### src/rtl/uart_rx_if.sv
// Byte handshake between uart_rx and its consumer: data/valid from the receiver, ready back.
interface uart_rx_if;
  logic [7:0] rx_data;
  logic       rx_valid;
  logic       rx_ready;

  modport master (output rx_data, output rx_valid, input rx_ready);
  modport slave  (input rx_data, input rx_valid, output rx_ready);
endinterface

### src/rtl/uart_rx.sv
// UART receiver: 2-flop synchroniser, mid-bit sampling, 8 data bits LSB first, valid/ready output.
// Define UART_RX_PARITY_EN for an even-parity bit between data and stop (8E1 framing).
module uart_rx #(
  parameter real CLK_FREQUENCY = 50.0e6,
  parameter real BAUD_RATE     = 115200.0
) (
  input  logic          clk_50mhz,
  input  logic          rst_n,
  input  logic          uart_rxd,
  uart_rx_if.master     rx,
  output logic          frame_error,
  output logic          parity_error,
  output logic          overrun
);

  localparam int BIT  = integer'(CLK_FREQUENCY / BAUD_RATE);
  localparam int HALF = BIT / 2;
  localparam int CW   = $clog2(BIT);

  generate
    if (BIT < 4) begin : g_bit_check
      $error("uart_rx: CLK_FREQUENCY/BAUD_RATE must be at least 4");
    end
  endgenerate

  localparam logic [2:0] S_IDLE      = 3'd0;
  localparam logic [2:0] S_START     = 3'd1;
  localparam logic [2:0] S_DATA      = 3'd2;
`ifdef UART_RX_PARITY_EN
  localparam logic [2:0] S_PARITY    = 3'd3;
`endif
  localparam logic [2:0] S_STOP      = 3'd4;
  localparam logic [2:0] S_WAIT_IDLE = 3'd5;

  logic          sync1_q, rxd_s_q;
  logic [2:0]    state_q, state_d;
  logic [CW-1:0] cnt_q, cnt_d;
  logic [2:0]    idx_q, idx_d;
  logic [7:0]    sh_q, sh_d;
  logic [7:0]    data_q, data_d;
  logic          valid_q, valid_d;
  logic          ferr_q, ferr_d;
  logic          ovr_q, ovr_d;
  logic          tick;
  logic          accept;
`ifdef UART_RX_PARITY_EN
  logic          perr_q, perr_d;
  logic          par_bad_q, par_bad_d;
`endif

  assign tick   = (cnt_q == '0);
  assign accept = valid_q & rx.rx_ready;

  always_comb begin
    state_d = state_q;
    cnt_d   = tick ? cnt_q : cnt_q - CW'(1);
    idx_d   = idx_q;
    sh_d    = sh_q;
    data_d  = data_q;
    valid_d = accept ? 1'b0 : valid_q;
    ferr_d  = 1'b0;
    ovr_d   = 1'b0;
`ifdef UART_RX_PARITY_EN
    perr_d    = 1'b0;
    par_bad_d = par_bad_q;
`endif
    case (state_q)
      S_IDLE: begin
        if (!rxd_s_q) begin
          state_d = S_START;
          cnt_d   = CW'(HALF - 1);
        end
      end
      S_START: begin
        if (tick) begin
          if (!rxd_s_q) begin
            state_d = S_DATA;
            cnt_d   = CW'(BIT - 1);
            idx_d   = '0;
          end else begin
            state_d = S_IDLE;
          end
        end
      end
      S_DATA: begin
        if (tick) begin
          sh_d  = {rxd_s_q, sh_q[7:1]};
          cnt_d = CW'(BIT - 1);
          idx_d = idx_q + 3'd1;
          if (idx_q == 3'd7) begin
`ifdef UART_RX_PARITY_EN
            state_d = S_PARITY;
`else
            state_d = S_STOP;
`endif
          end
        end
      end
`ifdef UART_RX_PARITY_EN
      S_PARITY: begin
        if (tick) begin
          par_bad_d = ^{sh_q, rxd_s_q};
          cnt_d     = CW'(BIT - 1);
          state_d   = S_STOP;
        end
      end
`endif
      S_STOP: begin
        if (tick) begin
          // Frame error outranks parity; a held byte is never overwritten.
          if (!rxd_s_q) begin
            ferr_d  = 1'b1;
            state_d = S_WAIT_IDLE;
`ifdef UART_RX_PARITY_EN
          end else if (par_bad_q) begin
            perr_d  = 1'b1;
            state_d = S_IDLE;
`endif
          end else if (!valid_q || rx.rx_ready) begin
            data_d  = sh_q;
            valid_d = 1'b1;
            state_d = S_IDLE;
          end else begin
            ovr_d   = 1'b1;
            state_d = S_IDLE;
          end
        end
      end
      S_WAIT_IDLE: begin
        if (rxd_s_q) state_d = S_IDLE;
      end
      default: state_d = S_IDLE;
    endcase
  end

  always_ff @(posedge clk_50mhz or negedge rst_n) begin
    if (!rst_n) begin
      sync1_q   <= 1'b1;
      rxd_s_q   <= 1'b1;
      state_q   <= S_IDLE;
      cnt_q     <= '0;
      idx_q     <= '0;
      sh_q      <= '0;
      data_q    <= '0;
      valid_q   <= 1'b0;
      ferr_q    <= 1'b0;
      ovr_q     <= 1'b0;
`ifdef UART_RX_PARITY_EN
      perr_q    <= 1'b0;
      par_bad_q <= 1'b0;
`endif
    end else begin
      sync1_q   <= uart_rxd;
      rxd_s_q   <= sync1_q;
      state_q   <= state_d;
      cnt_q     <= cnt_d;
      idx_q     <= idx_d;
      sh_q      <= sh_d;
      data_q    <= data_d;
      valid_q   <= valid_d;
      ferr_q    <= ferr_d;
      ovr_q     <= ovr_d;
`ifdef UART_RX_PARITY_EN
      perr_q    <= perr_d;
      par_bad_q <= par_bad_d;
`endif
    end
  end

  assign rx.rx_data  = data_q;
  assign rx.rx_valid = valid_q;
  assign frame_error = ferr_q;
  assign overrun     = ovr_q;
`ifdef UART_RX_PARITY_EN
  assign parity_error = perr_q;
`else
  assign parity_error = 1'b0;
`endif

endmodule
### src/flat_wrapper.sv
// flat-port wrapper written by rule: the top's interface ports become plain ports
module uart_rx_flat 
#(
  parameter real CLK_FREQUENCY = 50.0e6,
  parameter real BAUD_RATE     = 115200.0
)
  (clk_50mhz, rst_n, uart_rxd, frame_error, parity_error, overrun, rx_rx_data, rx_rx_valid, rx_rx_ready);
  uart_rx_if rx_i ();
  input  logic clk_50mhz;
  input  logic rst_n;
  input  logic uart_rxd;
  output logic frame_error;
  output logic parity_error;
  output logic overrun;
  output wire logic [$bits(rx_i.rx_data)-1:0] rx_rx_data;
  output wire logic [$bits(rx_i.rx_valid)-1:0] rx_rx_valid;
  input wire logic [$bits(rx_i.rx_ready)-1:0] rx_rx_ready;
  assign rx_rx_data = rx_i.rx_data;
  assign rx_rx_valid = rx_i.rx_valid;
  assign rx_i.rx_ready = rx_rx_ready;
  uart_rx #(.CLK_FREQUENCY(CLK_FREQUENCY), .BAUD_RATE(BAUD_RATE)) u_core (.clk_50mhz(clk_50mhz), .rst_n(rst_n), .uart_rxd(uart_rxd), .rx(rx_i), .frame_error(frame_error), .parity_error(parity_error), .overrun(overrun));
endmodule
### config.mk
export PLATFORM = sky130hd
export DESIGN_NAME = uart_rx_flat
export DESIGN_NICKNAME = d
export VERILOG_FILES = /design/src/rtl/uart_rx_if.sv /design/src/rtl/uart_rx.sv /design/src/flat_wrapper.sv
export SDC_FILE = /design/constraint.sdc
export NUM_CORES = 1
export LEC_CHECK = 0
export BUFFER_PORTS_ARGS = -buffer_cell sky130_fd_sc_hd__clkbuf_2
export CAP_MARGIN = 30
export CORE_ASPECT_RATIO = 0.8
export CORE_MARGIN = 8
export CORE_UTILIZATION = 52
export CTS_CLUSTER_SIZE = 30
export DETAILED_ROUTE_END_ITERATION = 16
export HOLD_SLACK_MARGIN = 0.12
export PLACE_DENSITY = 0.83
export SYNTH_ARGS = -nofsm -noshare
export SYNTH_HDL_FRONTEND = slang
export SYNTH_SLANG_ARGS = --single-unit
### constraint.sdc
create_clock -name clk_50mhz -period 2.2 [get_ports clk_50mhz]
set_clock_uncertainty 0.05 [all_clocks]
set_input_delay 0 -clock clk_50mhz [delete_from_list [all_inputs] [get_ports clk_50mhz]]
set_output_delay 0 -clock clk_50mhz [all_outputs]
set_load 0.005 [all_outputs]
==> results.cfg <==
[power]
ir_worst_vdd_mv = 0.518
p_int_w = 0.00101
switching_share = 0.201
p_leak_nw = 0.922
clkPwrFrac = 0.452
p_per_area_nw_per_um2 = 650
power_frac_seq = 0.529
power_frac_comb = 0.018
netSwitchingPower_w = 0.000254

[run]
maxCapViolations = 0

[placement]
place_area_um2 = 1770
dp_hpwl_um = 2290
pre_cts_slack_ps = 14.6
port_buffers = 14
gp_congestion = 0.874

[setup_path]
path_cells = inv_1 > ha_4 > nor4b_4 > and2_4 > inv_2 > ha_1 > nand4b_1 > o21ai_0 > o41ai_1
slowest_stage = dfrtp_1
rr_worst_depth = 9
reg2reg_from = u_core.cnt_q[1]
start_kind = flop
worstSetupPathType = flop to flop
r2r_end = u_core.cnt_q[0]
cp.buffers_inverters = 2
cp_max_fo = 6
endpoint_kind = flop
critical_path.max_stage_delay_ps = 380
crit_required_ps = 2310
arrival_ps = 2220
r2r_slack_ps = 90
critPathTopFamily = simple AND/OR/NAND/NOR gates

[grt]
grt_use_total = 0.140
overflow = 0
grt_max_degree = 37
grt_pass1_vias = 1189
grt_pass1_wl_um = 5730
antenna_found_initial = 0

[clocking]
clk_transition_reported_paths_ps = 80
numCtsBuffers = 5
clock-root-buffer = clkbuf_8
clkLatencyLatePin_ps = 290
clockBufferDepth = 2
cts_tree = yes
clock-sinks = 36
h-tree-depth = 2

[synthesis]
synth_common_cells = dfrtp_1, mux2_2, nand2_1, nor2_1, o21ai_0
ys_types = 40
synth_fp_nets = 145
syn_inst = 137
avgSynthCellArea_um2 = 12.1
synth.most_common_cell = dfrtp_1
ys_warn_count = 0
synth_top_area_cell = dfrtp_1
synth.area.top_cells = dfrtp_1, mux2_2, dfstp_2
synthesis.area_um2 = 1660
ys_ff_latch = 36
synthArstFlopShare = 1.00
seq_area_frac_synth = 0.545
synth.top_cell.area_share = 0.514
synth_edf_count = 0
ys.flop_type = dfrtp_1

[floorplanning]
design.core.area_um2 = 3060
row_count = 18
start_util = 0.541
die_area_um2 = 5260
fp.dieW_um = 79.1
ioPinCount = 16
die_h_um = 66.5

[timing]
hold_violations = 0
fin_setup_tns_ps = 0
rsz0062_at_grt = false
max_slew_margin = 0.417
fin_crit_sh = 0.960
final_max_slew_viol_count = 0
setup_ws_ps = 88.5
tightest_slew_ps = 875
min_period_ps = 2110
setup_viol = 0
fmax_mhz = 474

[cells_and_area]
drive_above_1_share = 0.325
area_delta_synth_final_pct = 17.1
nets = 170
num_antenna_cells = 0
final_area_um2 = 1940
fin_util = 0.634

[hold_path]
min_path_type = input port to async pin

[detailed_routing]
vias = 1171
drt_wl_total_um = 3420
wl_per_cell_um = 16.8
ant_nets = 0
drt_first_iter_violations = 75
routed_via_density = 5.77
drtPass1Iterations = 4
drc = 0

[outcome]
status = finished, final reports clean
[cells by family after synthesis]
group | count (synthesis) | share of synthesized area
compound gates | 31 | 0.128
mux | 16 | 0.109
buf+inv | 10 | 0.0302
xor+xnor | 1 | 0.00529
flops | 36 | 0.545
simple gates | 38 | 0.150
fa+ha+maj | 4 | 0.0302
other cells | 1 | 0.00226
[layout make-up]
cell class | count | area, um2
Fill cell | 257 | 1120
Timing Repair Buffer | 23 | 145
Tap cell | 40 | 50.0
Clock inverter | 2 | 35.0
Sequential cell | 36 | 903
Multi-Input combinational cell | 91 | 716
Clock buffer | 6 | 72.6
Inverter | 5 | 18.8
[metrics by stage]
| stage | hold WS, ps | total power [W] | cells |
|---|---|---|---|
| after floorplan | -346 | 0.000685 | 137 |
| after global placement | 40.7 | 0.000699 | 189 |
| after detailed placement | 41.7 | 0.000700 | 189 |
| after CTS | 289 | 0.00127 | 203 |
| after global routing | 289 | 0.00130 | 203 |
| final | 299 | 0.00126 | 203 |
[cell usage in the layout (no fill, tap or decap), types with 2 or more instances in the layout]
| cell | count |
|---|---|
| nand4_1 | 2 |
| nand3_1 | 4 |
| o211ai_1 | 4 |
| clkbuf_8 | 5 |
| a211o_1 | 2 |
| buf_4 | 6 |
| clkbuf_2 | 14 |
| inv_2 | 2 |
| ha_1 | 3 |
| mux2_2 | 16 |
| nor3_1 | 3 |
| nand2_1 | 7 |
| o21ai_0 | 6 |
| dfrtp_1 | 34 |
| a21oi_1 | 5 |
| a22o_1 | 2 |
| dfstp_2 | 2 |
| nor2_1 | 7 |
| dlygate4sd3_1 | 3 |
| a22oi_1 | 2 |
| inv_1 | 3 |
| o31ai_1 | 5 |
| nand2b_1 | 4 |
[worst max path at each step]
stage,from,endpoint,slack (ps),depth (start not counted)
3_5_place_dp,u_core.cnt_q[0],u_core.cnt_q[0],10,9
3_3_place_gp,u_core.cnt_q[0],u_core.cnt_q[0],140,10
2_1_floorplan,u_core.cnt_q[1],u_core.cnt_q[0],2,11
4_1_cts,u_core.cnt_q[0],u_core.cnt_q[0],30,9
5_1_grt,u_core.cnt_q[1],u_core.cnt_q[0],4,9
6_report,u_core.cnt_q[1],u_core.cnt_q[0],90,9
[repair_timing]
action                     in CTS  in global routing
resized for setup               0                  1
setup endpoints to repair       1                  1
hold endpoints to repair       37                  0
pin swaps                       1                  1
setup buffers                   3                  0
hold buffers                    3                  0
[registers in the layout, summed over array words and instances, names as in the netlist, 3 cells and up]
| register | cells |
|---|---|
| u_core.idx_q | 3 |
| u_core.state_q | 3 |
| u_core.cnt_q | 9 |
| u_core.rx.rx_data | 8 |
| u_core.sh_q | 8 |
[metal layers]
metal | track usage | wire length, um
met4 | 0.0438 | 36
met3 | 0.0591 | 200
met5 | 0 | 0
met1 | 0.169 | 1510
met2 | 0.223 | 1670
[power groups by stage]
stage | Combinational [W] | Sequential [W] | Clock, W
floorplan | 0.00000704 | 0.000678 | 0
CTS | 0.0000241 | 0.000668 | 0.000579
finish | 0.0000233 | 0.000668 | 0.000571
global placement | 0.0000191 | 0.000680 | 0
detailed placement | 0.0000197 | 0.000680 | 0
global route | 0.0000275 | 0.000668 | 0.000608
Note: power is estimated with default switching activity, not from simulation.
